--- src/rtl/multicycle_decoder.sv ---
// multicycle_decoder: control FSM for a multicycle ARM-style datapath.
// Sequences fetch / decode / memory / ALU / branch steps.
// Inputs : clk, reset_n (sync, active-low), op, funct, rd, cond_ex, mem_ready.
// Outputs: datapath enables and selects, illegal, instr_done, state_o.
// Optional: define MCDEC_BL_EN to add the branch-and-link (LINK) step.
module multicycle_decoder #(
    parameter int ALU_CTRL_W = 3,
    parameter int CV_OPS     = 1
) (
    input  logic                  clk,
    input  logic                  reset_n,
    input  logic [1:0]            op,
    input  logic [5:0]            funct,
    input  logic [3:0]            rd,
    input  logic                  cond_ex,
    input  logic                  mem_ready,
    output logic                  pc_write,
    output logic                  adr_src,
    output logic                  ir_write,
    output logic                  mem_w,
    output logic                  reg_w,
    output logic                  alu_src_a,
    output logic                  illegal,
    output logic                  instr_done,
    output logic [1:0]            alu_src_b,
    output logic [1:0]            imm_src,
    output logic [1:0]            result_src,
    output logic [1:0]            flag_w,
    output logic [ALU_CTRL_W-1:0] alu_control,
    output logic [3:0]            state_o
);

    typedef enum logic [3:0] {
        FETCH    = 4'd0,
        DECODE   = 4'd1,
        MEMADR   = 4'd2,
        MEMREAD  = 4'd3,
        MEMWB    = 4'd4,
        MEMWRITE = 4'd5,
        EXECR    = 4'd6,
        EXECI    = 4'd7,
        ALUWB    = 4'd8,
        BRANCH   = 4'd9,
        LINK     = 4'd10
    } state_e;

    state_e state_q, state_d;

    // Data-processing command decode
    logic [3:0]            cmd;
    logic [2:0]            cmd_code;
    logic                  cmd_known;
    logic                  cmd_illegal;
    logic                  cmd_is_cmp;
    logic                  cmd_arith;
    logic                  s_eff;
    logic [ALU_CTRL_W-1:0] alu_ctrl_val;

    assign cmd = funct[4:1];

    always_comb begin
        cmd_code  = 3'd0;
        cmd_known = 1'b1;
        case (cmd)
            4'b0100: cmd_code = 3'd0;
            4'b0010: cmd_code = 3'd1;
            4'b1010: cmd_code = 3'd1;
            4'b0000: cmd_code = 3'd2;
            4'b1100: cmd_code = 3'd3;
            4'b0001: cmd_code = 3'd4;
            4'b1101: cmd_code = 3'd5;
            default: cmd_known = 1'b0;
        endcase
    end

    // Codes that do not fit in alu_control are treated as unsupported
    assign cmd_illegal  = !cmd_known ||
                          (int'(cmd_code) >= (1 << ALU_CTRL_W));
    assign cmd_is_cmp   = (cmd == 4'b1010);
    assign cmd_arith    = (cmd == 4'b0100) || (cmd == 4'b0010) ||
                          cmd_is_cmp;
    assign s_eff        = funct[0] || cmd_is_cmp;
    assign alu_ctrl_val = cmd_illegal ? '0 : ALU_CTRL_W'(cmd_code);

    // State register
    always_ff @(posedge clk) begin
        if (!reset_n) state_q <= FETCH;
        else          state_q <= state_d;
    end

    // Next-state logic
    always_comb begin
        state_d = state_q;
        case (state_q)
            FETCH:    if (mem_ready) state_d = DECODE;
            DECODE: begin
                case (op)
                    2'b00:   state_d = funct[5] ? EXECI : EXECR;
                    2'b01:   state_d = MEMADR;
`ifdef MCDEC_BL_EN
                    2'b10:   state_d = funct[4] ? LINK : BRANCH;
`else
                    2'b10:   state_d = BRANCH;
`endif
                    default: state_d = FETCH;
                endcase
            end
            MEMADR:   state_d = funct[0] ? MEMREAD : MEMWRITE;
            MEMREAD:  if (mem_ready) state_d = MEMWB;
            MEMWB:    state_d = FETCH;
            MEMWRITE: if (mem_ready) state_d = FETCH;
            EXECR:    state_d = ALUWB;
            EXECI:    state_d = ALUWB;
            ALUWB:    state_d = FETCH;
            BRANCH:   state_d = FETCH;
`ifdef MCDEC_BL_EN
            LINK:     state_d = BRANCH;
`endif
            default:  state_d = FETCH;
        endcase
    end

    // Output decode (ungated)
    logic                  pc_write_c, adr_src_c, ir_write_c, mem_w_c;
    logic                  reg_w_c, alu_src_a_c, illegal_c, instr_done_c;
    logic [1:0]            alu_src_b_c, imm_src_c, result_src_c, flag_w_c;
    logic [ALU_CTRL_W-1:0] alu_control_c;

    always_comb begin
        pc_write_c    = 1'b0;
        adr_src_c     = 1'b0;
        ir_write_c    = 1'b0;
        mem_w_c       = 1'b0;
        reg_w_c       = 1'b0;
        alu_src_a_c   = 1'b0;
        illegal_c     = 1'b0;
        instr_done_c  = 1'b0;
        alu_src_b_c   = 2'b00;
        imm_src_c     = 2'b00;
        result_src_c  = 2'b00;
        flag_w_c      = 2'b00;
        alu_control_c = '0;
        case (state_q)
            FETCH: begin
                alu_src_a_c  = 1'b1;
                alu_src_b_c  = 2'b10;
                result_src_c = 2'b10;
                ir_write_c   = mem_ready;
                pc_write_c   = mem_ready;
            end
            DECODE: begin
                alu_src_a_c  = 1'b1;
                alu_src_b_c  = 2'b10;
                result_src_c = 2'b10;
                illegal_c    = (op == 2'b11) ||
                               ((op == 2'b00) && cmd_illegal);
                instr_done_c = (op == 2'b11);
            end
            MEMADR: begin
                alu_src_b_c = 2'b01;
                imm_src_c   = 2'b01;
            end
            MEMREAD: adr_src_c = 1'b1;
            MEMWB: begin
                result_src_c = 2'b01;
                reg_w_c      = cond_ex;
                instr_done_c = 1'b1;
            end
            MEMWRITE: begin
                adr_src_c    = 1'b1;
                mem_w_c      = cond_ex;
                instr_done_c = mem_ready;
            end
            EXECR, EXECI: begin
                if (state_q == EXECI) alu_src_b_c = 2'b01;
                alu_control_c = alu_ctrl_val;
                flag_w_c[1]   = s_eff && cond_ex && !cmd_illegal;
                flag_w_c[0]   = flag_w_c[1] && (CV_OPS != 0) &&
                                cmd_arith;
            end
            ALUWB: begin
                reg_w_c      = cond_ex && !cmd_is_cmp && !cmd_illegal;
                pc_write_c   = reg_w_c && (rd == 4'd15);
                instr_done_c = 1'b1;
            end
            BRANCH: begin
                alu_src_b_c  = 2'b01;
                imm_src_c    = 2'b10;
                result_src_c = 2'b10;
                pc_write_c   = cond_ex;
                instr_done_c = 1'b1;
            end
`ifdef MCDEC_BL_EN
            LINK: begin
                result_src_c = 2'b10;
                imm_src_c    = 2'b11;
                reg_w_c      = cond_ex;
            end
`endif
            default: ;
        endcase
    end

    // Everything is forced low while reset is held
    assign pc_write    = reset_n ? pc_write_c    : 1'b0;
    assign adr_src     = reset_n ? adr_src_c     : 1'b0;
    assign ir_write    = reset_n ? ir_write_c    : 1'b0;
    assign mem_w       = reset_n ? mem_w_c       : 1'b0;
    assign reg_w       = reset_n ? reg_w_c       : 1'b0;
    assign alu_src_a   = reset_n ? alu_src_a_c   : 1'b0;
    assign illegal     = reset_n ? illegal_c     : 1'b0;
    assign instr_done  = reset_n ? instr_done_c  : 1'b0;
    assign alu_src_b   = reset_n ? alu_src_b_c   : 2'b00;
    assign imm_src     = reset_n ? imm_src_c     : 2'b00;
    assign result_src  = reset_n ? result_src_c  : 2'b00;
    assign flag_w      = reset_n ? flag_w_c      : 2'b00;
    assign alu_control = reset_n ? alu_control_c : '0;
    assign state_o     = reset_n ? state_q       : 4'd0;

endmodule

--- config.mk ---
export PLATFORM = sky130hd
export DESIGN_NAME = multicycle_decoder
export DESIGN_NICKNAME = d
export VERILOG_FILES = /design/src/rtl/multicycle_decoder.sv
export SDC_FILE = /design/constraint.sdc
export NUM_CORES = 1
export LEC_CHECK = 0
export CAP_MARGIN = 20
export CORE_MARGIN = 3
export CORE_UTILIZATION = 34
export CTS_CLUSTER_DIAMETER = 200
export DETAILED_ROUTE_END_ITERATION = 7
export GPL_ROUTABILITY_DRIVEN = 0
export PLACE_DENSITY_LB_ADDON = 0.05
export SLEW_MARGIN = 20
export SYNTH_ARGS = -nofsm -noshare
export SYNTH_HDL_FRONTEND = slang
export SYNTH_SLANG_ARGS = --single-unit
--- constraint.sdc ---
create_clock -name clk -period 1.4 [get_ports clk]
set_input_delay 0.14 -clock clk [delete_from_list [all_inputs] [get_ports clk]]
set_output_delay 0.14 -clock clk [all_outputs]
set_load 0.01 [all_outputs]
==> impl_metrics.ini, run 1 <==
[placed_design]
placed_area_sq_um = 1290
place_hpwl_mm = 1.94
io_buffers = 38

[route]
route.detailed.drc = 0
m1WireLength_mm = 1.94
highest_layer = met4
finalWirelength_mm = 5.61
num_vias = 1388
first_pass_iters = 5
ant_nets = 0
wire_per_inst_um = 26.1
routed_via_density = 6.46
first_iter_violations = 109
wl_met3_um = 698
wl_met2_mm = 2.40

[power]
internal_power_w = 0.000658
p_leak_nw = 0.826
power_frac_comb_pct = 74.3
clock_power_share_pct = 12.7
p_per_area_nw_per_um2 = 650
switching_share_pct = 42.9
pwr-share-seq_pct = 13.0
ir_drop_v = 0.000617
p_switching_w = 0.000495
p_total_w = 0.00115

[timing]
layout_min_cycle_time_ns = 1.90
skew_ns = 0.00893
slew_headroom_pct = 75.3
worstMarginPinSlew_ns = 0.370
period_share_pct = 136
rsz0062_at_grt = yes
hold_violations = 0
worst_slack_ns = -0.504
clock.fmax_mhz = 525
slew_viol_final = 0
setup_viol = 25

[floorplan]
die_area_sq_um = 2630
initial_core_util_pct = 38.2
coreArea_sq_um = 1820
die_h_um = 51.2
io_pins = 39
row_count = 15
die_x_um = 51.2

[final_layout]
seqCellArea_sq_um = 90.1
design_area_sq_um = 1770
fillers = 26
most-common-layout-cells = buf_4 (32), buf_6 (21), buf_2 (14)
top_register = state_q
drive_gt1_share_pct = 64.7
layout_commonest_cell = buf_4
syn_to_final_growth_pct = 155
largestRegisters = state_q (4)
layout.nets = 208
multi_input_comb_area_sq_um = 786
n_antenna_cell = 0
largest_reg_flops = 4

[status]
violations = negative setup slack
outcome = complete, but fails checks

[setup_path]
path_buf_inv = 3
slowest_stage = dfxtp_2
cp_cell_sequence = buf_6, buf_12, xor2_4, nor3b_2, a21oi_1, nor2b_1, buf_2
r2r-start = state_q[2]
path_depth = 7
r2r_slack_ns = -0.26
worst-setup-path-type = reg2out
crit_path_start = state_q[2]
cp_max_fo = 6
reg2reg_to = state_q[2]
crit_path_start_kind = flip-flop
required_ns = 1.26
arrival_ns = 1.76
cpLargestDelayFamily = buffers and inverters
crit_end = alu_src_b[0]
worst_setup_path_end_kind = output port
reg2reg_depth = 7
crit_path_max_incr_delay_ns = 0.34

[grt]
antenna_found_initial = 0
grt_max_degree = 18
grt_pass1_vias = 1145
grt_pass1_wl_mm = 5.54
grtUsageTotal_pct = 28.0
overflow = 0

[clock_network]
clk_path_buf_depth = 2
cts_sinks = 4
cts_inserted_buffers = 3
clk_latency_ns = 0.24
clk_pin_slew_ns = 0.04
cts-root-buf = clkbuf_4
cts_tree = done
cts_max_level = 1

[yosys]
netlist_area_sq_um = 696
synth.area.top_cells = dfxtp_1 (12%), nor2_1 (7.0%), a21oi_1 (5.0%), inv_1 (3.8%), nand2_1 (3.8%)
yosysSeqAreaShare_pct = 11.5
syn_nets = 122
yosys_warnings = 0
synth_top_area_share_pct = 11.5
synth.distinct_cells = 44
yosys.area.top_type = dfxtp_1
ys_seq_elements = 4
synth.avg_cell_area_sq_um = 6.56
syn_inst = 106

[run]
drv_cap = 0

[min_path]
min_path_type = in2reg
hold_start = reset_n
## cell usage after synthesis, drive strengths merged
cell type,count
a31oi,2
nand2b,2
a21oi,7
a32oi,1
nor3,3
inv,8
a32o,1
a22o,1
o21ai,5
clkbuf,3
a211oi,1
a21bo,1
and2b,2
xnor2,1
nor4bb,1
and2,3
a221oi,1
mux2i,1
nor4,3
nand3,3
or2,1
and3b,2
nor2,13
or4b,1
o31ai,1
a311oi,1
and3,4
nand4,2
dfxtp,4
buf,6
nor3b,3
nor2b,6
xor2,2
nand2,7
o22ai,1
a22oi,1
or3,1
## how the worst min path moves through the flow
stage,end,slack (ns),cells after the start
final,state_q[2],0.55,4
after global routing,state_q[2],0.56,4
after CTS,state_q[2],0.49,4
after detailed placement,state_q[1],0.67,2
after global placement,state_q[1],0.66,2
after floorplan,state_q[1],0.30,2
## worst min-delay path: stages
cell and delay, ns:
dlygate4sd2_1 0.28, nand2_4 0.11, buf_6 0.12, mux2i_1 0.08
## routing by layer
| layer | up-vias | track usage, % |
|---|---|---|
| li1 | 543 | - |
| met1 | 628 | 33.8 |
| met2 | 152 | 50.6 |
| met3 | 65 | 3.79 |
| met4 | 0 | 8.73 |
| met5 | - | 0 |
## kinds of logic after synthesis
logic type                Yosys count  synth area share, %
muxes                               1                 1.44
and+or+nand+nor                    57                 47.7
xor gates and xnor gates            3                 3.78
AOI/OAI and AO/OA                  24                 23.4
DFF                                 4                 11.5
buffers and inverters              17                 12.2
## metrics by stage
step	util, %	instances	worst slack (ns)	TNS, ns	hold slack, ns
6_report	97.5	215	-0.504	-4.83	0.552
4_1_cts	84.7	204	-0.298	-3.19	0.487
2_1_floorplan	-	106	-0.0176	-0.0176	0.304
3_5_place_dp	71.1	191	-0.896	-12.03	0.674
5_1_grt	97.5	215	-0.546	-5.61	0.562
3_3_place_gp	71.1	191	-0.855	-11.29	0.661
## layout make-up
cell class | instances | share of cell area [%]
inverter | 8 | 2.26
tap | 25 | 1.76
sequential | 4 | 5.08
timing repair buffer | 90 | 45.3
clock buffer | 3 | 1.27
multi-input combinational | 85 | 44.3
## power groups by stage
stage / sequential, W / combinational [W] / clock (W)
floorplan: 0.000133 / 0.000223 / 0
global placement: 0.000136 / 0.000460 / 0
detailed placement: 0.000136 / 0.000466 / 0
CTS: 0.000144 / 0.000641 / 0.000143
global route: 0.000150 / 0.000884 / 0.000158
finish: 0.000150 / 0.000857 / 0.000146
## what timing repair did
item                       CTS  global route
cloned                       1             1
hold buffers                 0             0
pin swaps                   12            13
gates resized for setup    130            49
buffers inserted             9            13
setup endpoints to repair   26            26
No activity file was read; power rests on OpenSTA's default activity.
==> run 2, diff against run 1 <==
--- a/config.mk
+++ b/config.mk
@@ -5,7 +5,7 @@
 export SDC_FILE = /design/constraint.sdc
 export NUM_CORES = 1
 export LEC_CHECK = 0
-export CAP_MARGIN = 20
+export CAP_MARGIN = 30
 export CORE_MARGIN = 3
 export CORE_UTILIZATION = 34
 export CTS_CLUSTER_DIAMETER = 200
==> results of run 2 <==
Final layout, timing and power as in run 1 (identical DEF).
